### config.mk
export PLATFORM = sky130hd
export DESIGN_NAME = norm_left_shifter
export DESIGN_NICKNAME = d
export VERILOG_FILES = /design/src/rtl/norm_shift_pkg.sv /design/src/rtl/left_shift_reg.sv /design/src/rtl/norm_left_shifter.sv
export SDC_FILE = /design/constraint.sdc
export NUM_CORES = 1
export LEC_CHECK = 0
export CELL_PAD_IN_SITES_DETAIL_PLACEMENT = 0
export CELL_PAD_IN_SITES_GLOBAL_PLACEMENT = 1
export CORE_MARGIN = 5
export CORE_UTILIZATION = 30
export DETAILED_ROUTE_END_ITERATION = 8
export GPL_ROUTABILITY_DRIVEN = 0
export PLACE_DENSITY_LB_ADDON = 0.05
export RECOVER_POWER = 50
export SYNTH_ARGS = -nofsm -noshare
export SYNTH_HDL_FRONTEND = slang
export SYNTH_SLANG_ARGS = --single-unit
### constraint.sdc
create_clock -name clk -period 2.4 [get_ports clk]
set_clock_uncertainty 0.2 [all_clocks]
set_input_delay 0.72 -clock clk [delete_from_list [all_inputs] [get_ports clk]]
set_output_delay 0.72 -clock clk [all_outputs]
set_load 0.01 [all_outputs]
### src/rtl/norm_shift_pkg.sv
// Shared definitions for the normalizing left shifter: state encoding,
// datapath widths and a leading-nibble helper.
package norm_shift_pkg;

  localparam int NS_WIDTH = 16;
  localparam int NS_CNT_W = 4;

  typedef enum logic [1:0] {
    IDLE  = 2'b00,
    SHIFT = 2'b01,
    DONE  = 2'b10
  } state_e;

  // True when the top four bits of the operand are all zero.
  function automatic logic nibble_clear(input logic [NS_WIDTH-1:0] v);
    return (v[NS_WIDTH-1:NS_WIDTH-4] == 4'h0);
  endfunction

endpackage

### src/rtl/left_shift_reg.sv
// 16-bit datapath register for the normalizing shifter: load, shift left by
// one, and (when NORM_LSHIFT_NIBBLE_SKIP_EN is defined) shift left by four.
// Vacated LSBs are always filled with zeros.
module left_shift_reg
  import norm_shift_pkg::*;
#(
  parameter int WIDTH = NS_WIDTH
) (
  input  logic             clk,
  input  logic             rst,
  input  logic             ld,
  input  logic             shift_enable,
`ifdef NORM_LSHIFT_NIBBLE_SKIP_EN
  input  logic             shift4,
`endif
  input  logic [WIDTH-1:0] in_data,
  output logic [WIDTH-1:0] q
);

  logic [WIDTH-1:0] q_q;
  logic [WIDTH-1:0] q_d;

  // Next register value: load has priority over any shift, otherwise hold.
  always_comb begin
    q_d = q_q;
    if (ld) begin
      q_d = in_data;
    end
`ifdef NORM_LSHIFT_NIBBLE_SKIP_EN
    else if (shift4) begin
      q_d = {q_q[WIDTH-5:0], 4'b0000};
    end
`endif
    else if (shift_enable) begin
      q_d = {q_q[WIDTH-2:0], 1'b0};
    end else begin
      q_d = q_q;
    end
  end

  // Datapath register with synchronous clear.
  always_ff @(posedge clk) begin
    if (rst) begin
      q_q <= {WIDTH{1'b0}};
    end else begin
      q_q <= q_d;
    end
  end

  assign q = q_q;

endmodule

### src/rtl/norm_left_shifter.sv
// Sequential normalizing left shifter. Loads an operand on an accepted start,
// shifts left until bit 15 is set (or the operand is found to be zero) and
// reports the number of positions shifted through a start/busy/done handshake.
// Optional build macro NORM_LSHIFT_NIBBLE_SKIP_EN: shift by four whenever the
// top nibble is clear, reducing the cycle count without changing results.
module norm_left_shifter
  import norm_shift_pkg::*;
#(
  parameter int WIDTH = NS_WIDTH,
  parameter int CNT_W = NS_CNT_W
) (
  input  logic             clk,
  input  logic             rst,
  input  logic             start,
  input  logic [WIDTH-1:0] in,
  output logic [WIDTH-1:0] out,
  output logic [CNT_W-1:0] shift_count,
  output logic             busy,
  output logic             done,
  output logic             zero
);

  state_e           state_q, state_d;
  logic [CNT_W-1:0] cnt_q, cnt_d;
  logic             zero_q, zero_d;
  logic             done_q, done_d;
  logic             busy_q, busy_d;
  logic             ld_s;
  logic             sh1_s;
  logic             sh4_s;
  logic [WIDTH-1:0] reg_s;

  left_shift_reg #(.WIDTH(WIDTH)) u_reg (
    .clk          (clk),
    .rst          (rst),
    .ld           (ld_s),
    .shift_enable (sh1_s),
`ifdef NORM_LSHIFT_NIBBLE_SKIP_EN
    .shift4       (sh4_s),
`endif
    .in_data      (in),
    .q            (reg_s)
  );

  // Controller: next state, counter, flags and datapath controls.
  // done_d is raised on the transition into DONE so the registered pulse
  // coincides with the DONE state.
  always_comb begin
    state_d = state_q;
    cnt_d   = cnt_q;
    zero_d  = zero_q;
    done_d  = 1'b0;
    ld_s    = 1'b0;
    sh1_s   = 1'b0;
    sh4_s   = 1'b0;
    case (state_q)
      IDLE: begin
        if (start) begin
          ld_s    = 1'b1;
          cnt_d   = {CNT_W{1'b0}};
          zero_d  = 1'b0;
          state_d = SHIFT;
        end else begin
          state_d = IDLE;
        end
      end
      SHIFT: begin
        if (reg_s == {WIDTH{1'b0}}) begin
          zero_d  = 1'b1;
          done_d  = 1'b1;
          state_d = DONE;
        end else if (reg_s[WIDTH-1]) begin
          done_d  = 1'b1;
          state_d = DONE;
        end
`ifdef NORM_LSHIFT_NIBBLE_SKIP_EN
        else if (nibble_clear(reg_s)) begin
          sh4_s = 1'b1;
          cnt_d = cnt_q + 4'd4;
        end
`endif
        else begin
          sh1_s = 1'b1;
          cnt_d = cnt_q + 4'd1;
        end
      end
      DONE: begin
        state_d = IDLE;
      end
      default: begin
        state_d = IDLE;
      end
    endcase
    busy_d = (state_d != IDLE);
  end

  // FSM state and registered handshake/status outputs.
  always_ff @(posedge clk) begin
    if (rst) begin
      state_q <= IDLE;
      cnt_q   <= {CNT_W{1'b0}};
      zero_q  <= 1'b0;
      done_q  <= 1'b0;
      busy_q  <= 1'b0;
    end else begin
      state_q <= state_d;
      cnt_q   <= cnt_d;
      zero_q  <= zero_d;
      done_q  <= done_d;
      busy_q  <= busy_d;
    end
  end

  assign out         = reg_s;
  assign shift_count = cnt_q;
  assign busy        = busy_q;
  assign done        = done_q;
  assign zero        = zero_q;

  // sh4_s only drives the datapath in the nibble-skip build.
  logic unused_s;
  assign unused_s = sh4_s;

endmodule

==> results of run 1 <==
[state kept, by name, summed over array words and instances (netlist names)]
signal,count
state_q,2
done,1
busy,1
zero,1
shift_count,4
u_reg.q,16
[layout make-up]
class / count / area, sq um / share of cell area [%]
well taps: 46 / 57.56 / 3.689
repair buffers: 45 / 452.9 / 29.03
clock inverters: 1 / 5.005 / 0.3208
clock buffers: 3 / 22.52 / 1.443
multi-input cells: 85 / 516.7 / 33.12
inverters: 1 / 3.754 / 0.2406
flip-flops and latches: 25 / 501.7 / 32.16
[how the worst max path moves through the flow]
| stage | from | end | depth (start not counted) |
|---|---|---|---|
| 4_1_cts | u_reg.q[15] | out[15] | 1 |
| 3_5_place_dp | start | shift_count[2] | 4 |
| 6_report | u_reg.q[0] | out[0] | 1 |
| 5_1_grt | u_reg.q[7] | u_reg.q[6] | 4 |
| 2_1_floorplan | start | u_reg.q[3] | 5 |
| 3_3_place_gp | start | shift_count[2] | 4 |
[cells in the mapped netlist, drive strengths merged]
| master | number | area [sq um] |
|---|---|---|
| a31oi | 1 | 6.260 |
| inv | 1 | 3.750 |
| nand2b | 1 | 6.260 |
| nor2b | 1 | 6.260 |
| clkbuf | 8 | 30.03 |
| or3b | 1 | 8.760 |
| ha | 1 | 12.51 |
| or2 | 1 | 6.260 |
| a41o | 1 | 10.01 |
| a221oi | 14 | 122.6 |
| nand3b | 1 | 7.510 |
| nor3 | 17 | 85.08 |
| nand4b | 1 | 8.760 |
| a21oi | 5 | 25.02 |
| a31o | 1 | 8.760 |
| nor2 | 17 | 63.81 |
| nor3b | 1 | 12.51 |
| a211oi | 1 | 7.510 |
| or3 | 1 | 6.260 |
| dfxtp | 25 | 500.5 |
| buf | 2 | 10.01 |
| nand2 | 3 | 11.26 |
| and4 | 1 | 8.760 |
| nor4 | 5 | 31.28 |
| a221o | 1 | 10.01 |
| and2 | 1 | 6.260 |
| o211a | 2 | 20.02 |
| nand3 | 6 | 30.03 |
[through the flow]
| step | setup WS [ns] | cell area, sq um | total power [mW] | utilization (%) | hold WS [ns] |
|---|---|---|---|---|---|
| after global placement | 0.2431 | 1536 | 0.7645 | 45.33 | 0.2985 |
| after detailed placement | 0.2006 | 1536 | 0.7671 | 45.33 | 0.3047 |
| after CTS | 0.03386 | 1564 | 0.9675 | 46.14 | 0.3272 |
| after global routing | 0.06169 | 1560 | 1.003 | 46.03 | 0.3585 |
| final | 0.1261 | 1560 | 0.9459 | 46.03 | 0.3165 |
| after floorplan | 0.6145 | 1066 | 0.6246 | - | 0.3010 |
[per-layer routing]
metal  vias to the layer above  wire (um)
li1                        537          -
met1                       498       1549
met2                        38       1410
met3                         4        202
met4                         0         38
met5                         -          0
[layout by cell type (no fill, tap or decap), drive strengths merged, types with 2 or more instances in the layout]
cell type      netlist  routed
a21oi                5       5
a221oi              14      14
buf                  2       4
clkbuf               8       3
clkdlybuf4s50        0      31
dfxtp               25      25
dlygate4sd3          0      10
nand2                3       3
nand3                6       6
nor2                17      17
nor3                17      17
nor4                 5       5
o211a                2       2
[power by group through the flow]
| stage | registers (mW) | clock network (mW) | logic, mW |
|---|---|---|---|
| floorplan | 0.506 | 0 | 0.119 |
| CTS | 0.492 | 0.208 | 0.268 |
| finish | 0.491 | 0.196 | 0.259 |
| global placement | 0.500 | 0 | 0.265 |
| detailed placement | 0.501 | 0 | 0.267 |
| global route | 0.497 | 0.222 | 0.283 |
[logic make-up after synthesis]
kind of cell	Yosys count	synth area share, %
buffers and inverters	11	4.108
AND/OR/NAND/NOR	58	28.05
adder cells (fa/ha/maj)	1	1.174
AO/OA/AOI/OAI	26	19.72
flip-flops	25	46.95
==> metrics, run 1 <==
Sequential Power Share 51.9%; CP max stage cell dlygate4sd3_1; die width 69.61 um; number of synthesized register bits 25; reg-to-reg critical path endpoint u_reg.q[1]; PD cells 606.2 nW/um^2; first drt pass iteration count 4; # rows 21; Nets between 150 and 200; DP Wirelength roughly 2200 um; Slew Limit Fails 0; P_sw roughly 0.30 mW; Die H between 60 and 70 um; port buffer count just over 40; Crit path required time about 1.5 ns; Setup Crit Path Kind reg -> out; Synth Net Count approximately 140; wire per inst around 16 um; Crit Path Max Fanout 4; synth warn 0; unrepaired setup endpoints after global routing false; Final Non-Filler Cells between 200 and 250; Int Pwr around 0.65 mW; via-per-instance ratio between 5 and 6; final setup vio count 0; met3 GRT Util under 10%; Clock Latency Late Sink ~0.32 ns; n_diodes 0; vias in the first global route about 1100; die outline area 4846 sq um; Ports 42; grt ovf 0; CTS buffer count 3; cell count after synthesis between 100 and 150; cell family with most CP delay buffers and inverters; GRT Max-Usage Layer met2; Hold Crit Start zero; pin count of the biggest net entering global routing 22; first-pass GRT wire length around 5300 um; Mapped Area 1066 sq um; root buffer cell clkbuf_4; crit end category output pin; aggregate routed wire length around 3200 um; ANT nets after route 0; # hold bufs at CTS 0; H-Tree Depth 1; status completed; Final Hold Fails 0; min Tclk post-route roughly 2.3 ns; Global Route met1 Usage approximately 18%; placed insts between 200 and 250; area growth from synthesis to layout 46.36%; hold path depth 2; total track usage a little over an eighth; Critical Path Max Stage Delay between 0.6 and 0.7 ns; Worst R2R Start u_reg.q[3]; Slew @ Worst Pin about 0.97 ns; Slew HR between 30% and 40%; VDD IR max 188.2 uV; First DRT Iteration DRCs 60; Clock transition at path regs around 0.15 ns; CTS tree built; fin crit share between 90% and 100%; Synth Area per Inst 8.810 sq um; worst path cell trace dlygate4sd3_1; fill count between 300 and 400; CP Buf/Inv Count 1; setup TNS 0 ns; antenna violations before repair 0; Logic pwr share between 20 and 30%; crit path DAT ~1.4 ns; routed via count approximately 1100; met2 usage in global routing about a fifth; HP Class reg -> reg; post-CTS setup buffers 0; Post-route DRC 0; share of layout cells above drive strength 1 ~6.3%; Initial Utilization 31.45%; R2R setup slack 0.25 ns; Critical Path Start Type register; max-cap violation count 0; Hold Path End zero; Worst R2R Path Depth 4; clock power share a little over a fifth; Clock Sink Count 25; CORE AREA between 3000 and 4000 sq um; count of cell types in the netlist 28; CTS max path bufs 2; leakage between 0.5 and 0.6 nW; post-cts sizing count 0; Seq/Total Area, Yosys between 40% and 50%; sw frac 31.22%; highest clock rate around 440 MHz
(Power assumes the default switching activity.)
==> inputs of run 2 (changes only) <==
Settings changed: MAX_ROUTING_LAYER set to met4.
==> metrics, run 2 (synthesis gave the netlist of run 1 again) <==
aggregate routed wire length roughly 3200 um; worst path cell trace dlygate4sd3_1; CORE AREA 3390 sq um; pre-CTS worst setup slack between 0.2 and 0.25 ns; DR WL met2 about 1400 um; Largest register FFs 16; flip-flop and latch area 501.7 sq um; highest clock rate around 440 MHz; Crit path required time 1.48 ns; # rows 21; via-per-instance ratio between 5 and 6; first-pass GRT wire length 5347 um; VDD IR max around 190 uV; Nets roughly 180; die width 69.61 um; Critical Path Start Type register; Clock Sink Count 25; Met3 Wirelength between 150 and 200 um; area growth from synthesis to layout 46.36%; status completed; CTS max path bufs 2; Worst R2R Path Depth 4; fin crit share 94.75%; min Tclk post-route between 2 and 2.5 ns; Final Hold Fails 0; max-cap violation count 0; leakage 0.5995 nW; PD cells around 610 nW/um^2; Ports 42; root buffer cell clkbuf_4; CP max stage cell dlygate4sd3_1; Initial Utilization 31.45%; H-Tree Depth 1; wl on met1 1587 um; Final Cell Area 1560 sq um; wire per inst ~16 um; CP Buf/Inv Count 1; fill count about 350; HP Class reg -> reg; vias in the first global route around 1100; first drt pass iteration count 4; CTS buffer count 3; crit end category output pin; CTS tree built; Critical Path Max Stage Delay ~0.63 ns; commonest non-fill, non-tap cell in the layout clkdlybuf4s50_1; total track usage between 10% and 20%; port buffer count ~40; grt ovf 0; Slew Limit Fails 0; Die H about 70 um; # hold bufs at CTS 0; area occupied by multi-input gates approximately 520 sq um; Post-route DRC 0; setup TNS 0 ns; share of layout cells above drive strength 1 ~6.3%; n_diodes 0; cell count along the critical path 1; final setup vio count 0; routed via count roughly 1100; First DRT Iteration DRCs 60; commonest non-fill, non-tap cells in the layout clkdlybuf4s50_1, dfxtp_1, nor2_1, nor3_1, a221oi_1; Clock transition at path regs ~0.15 ns; ANT nets after route 0; die outline area slightly below 5000 sq um; pin count of the biggest net entering global routing 22; Post-DP Area between 1500 and 2000 sq um; cell family with most CP delay buffers and inverters; hold path depth 2; unrepaired setup endpoints after global routing false; Final WS setup 0.1260 ns; Crit Path Max Fanout 4; Top Layer Used met4; Slew HR between 30% and 40%; Clock Latency Late Sink 0.32 ns; Slew @ Worst Pin around 0.97 ns; antenna violations before repair 0; DP Wirelength around 2200 um; Setup Crit Path Kind reg -> out; crit path DAT about 1.4 ns
==> run 2: cell counts in the layout (fill, tap and decap cells not counted) <==
Identical to the previous run, type by type.
==> run 2: worst paths after layout <==
path | from | to | slack [ns]
max | u_reg.q[0] | out[0] | 0.13
min | zero | zero | 0.32
max reg2reg | u_reg.q[3] | u_reg.q[1] | 0.25
min reg2reg | zero | zero | 0.32
==> run 2: area by class of cell <==
class / instances / area share, %
clock inverter: 1 / 0.3208
inverter: 1 / 0.2406
sequential: 25 / 32.16
tap: 46 / 3.689
timing repair buffer: 45 / 29.03
multi-input combinational: 85 / 33.12
clock buffer: 3 / 1.443
==> run 2: layer usage <==
metal | GRT usage (%) | up-vias
li1 | - | 536
met1 | 18.76 | 497
met2 | 20.34 | 37
met3 | 2.609 | 4
met4 | 4.468 | 0
met5 | - | -
==> run 2: stage by stage <==
step                      total power, mW  std cells  hold WS (ns)  utilization (%)
final                              0.9460        206        0.3165            46.03
after global routing                1.003        206        0.3585            46.03
after CTS                          0.9675        206        0.3272            46.14
after detailed placement           0.7671        202        0.3047            45.33
after global placement             0.7645        202        0.2985            45.33
after floorplan                    0.6246        121        0.3010                -
==> run 2: where the power goes <==
| group | internal (mW) | switching [mW] |
|---|---|---|
| logic | 0.137 | 0.122 |
| clock network | 0.0624 | 0.134 |
| registers | 0.451 | 0.0398 |
| total | 0.651 | 0.295 |
==> run 2: repair_timing <==
item                       4_1_cts  5_1_grt
gates resized for setup          0        1
setup endpoints to repair        0        1
buffers inserted                 0        0
==> inputs of run 3 (changes only) <==
Settings changed: CAP_MARGIN set to 20, MAX_ROUTING_LAYER met4 to unset.
==> results of run 3 <==
Final layout, timing and power as in run 1 (identical DEF).
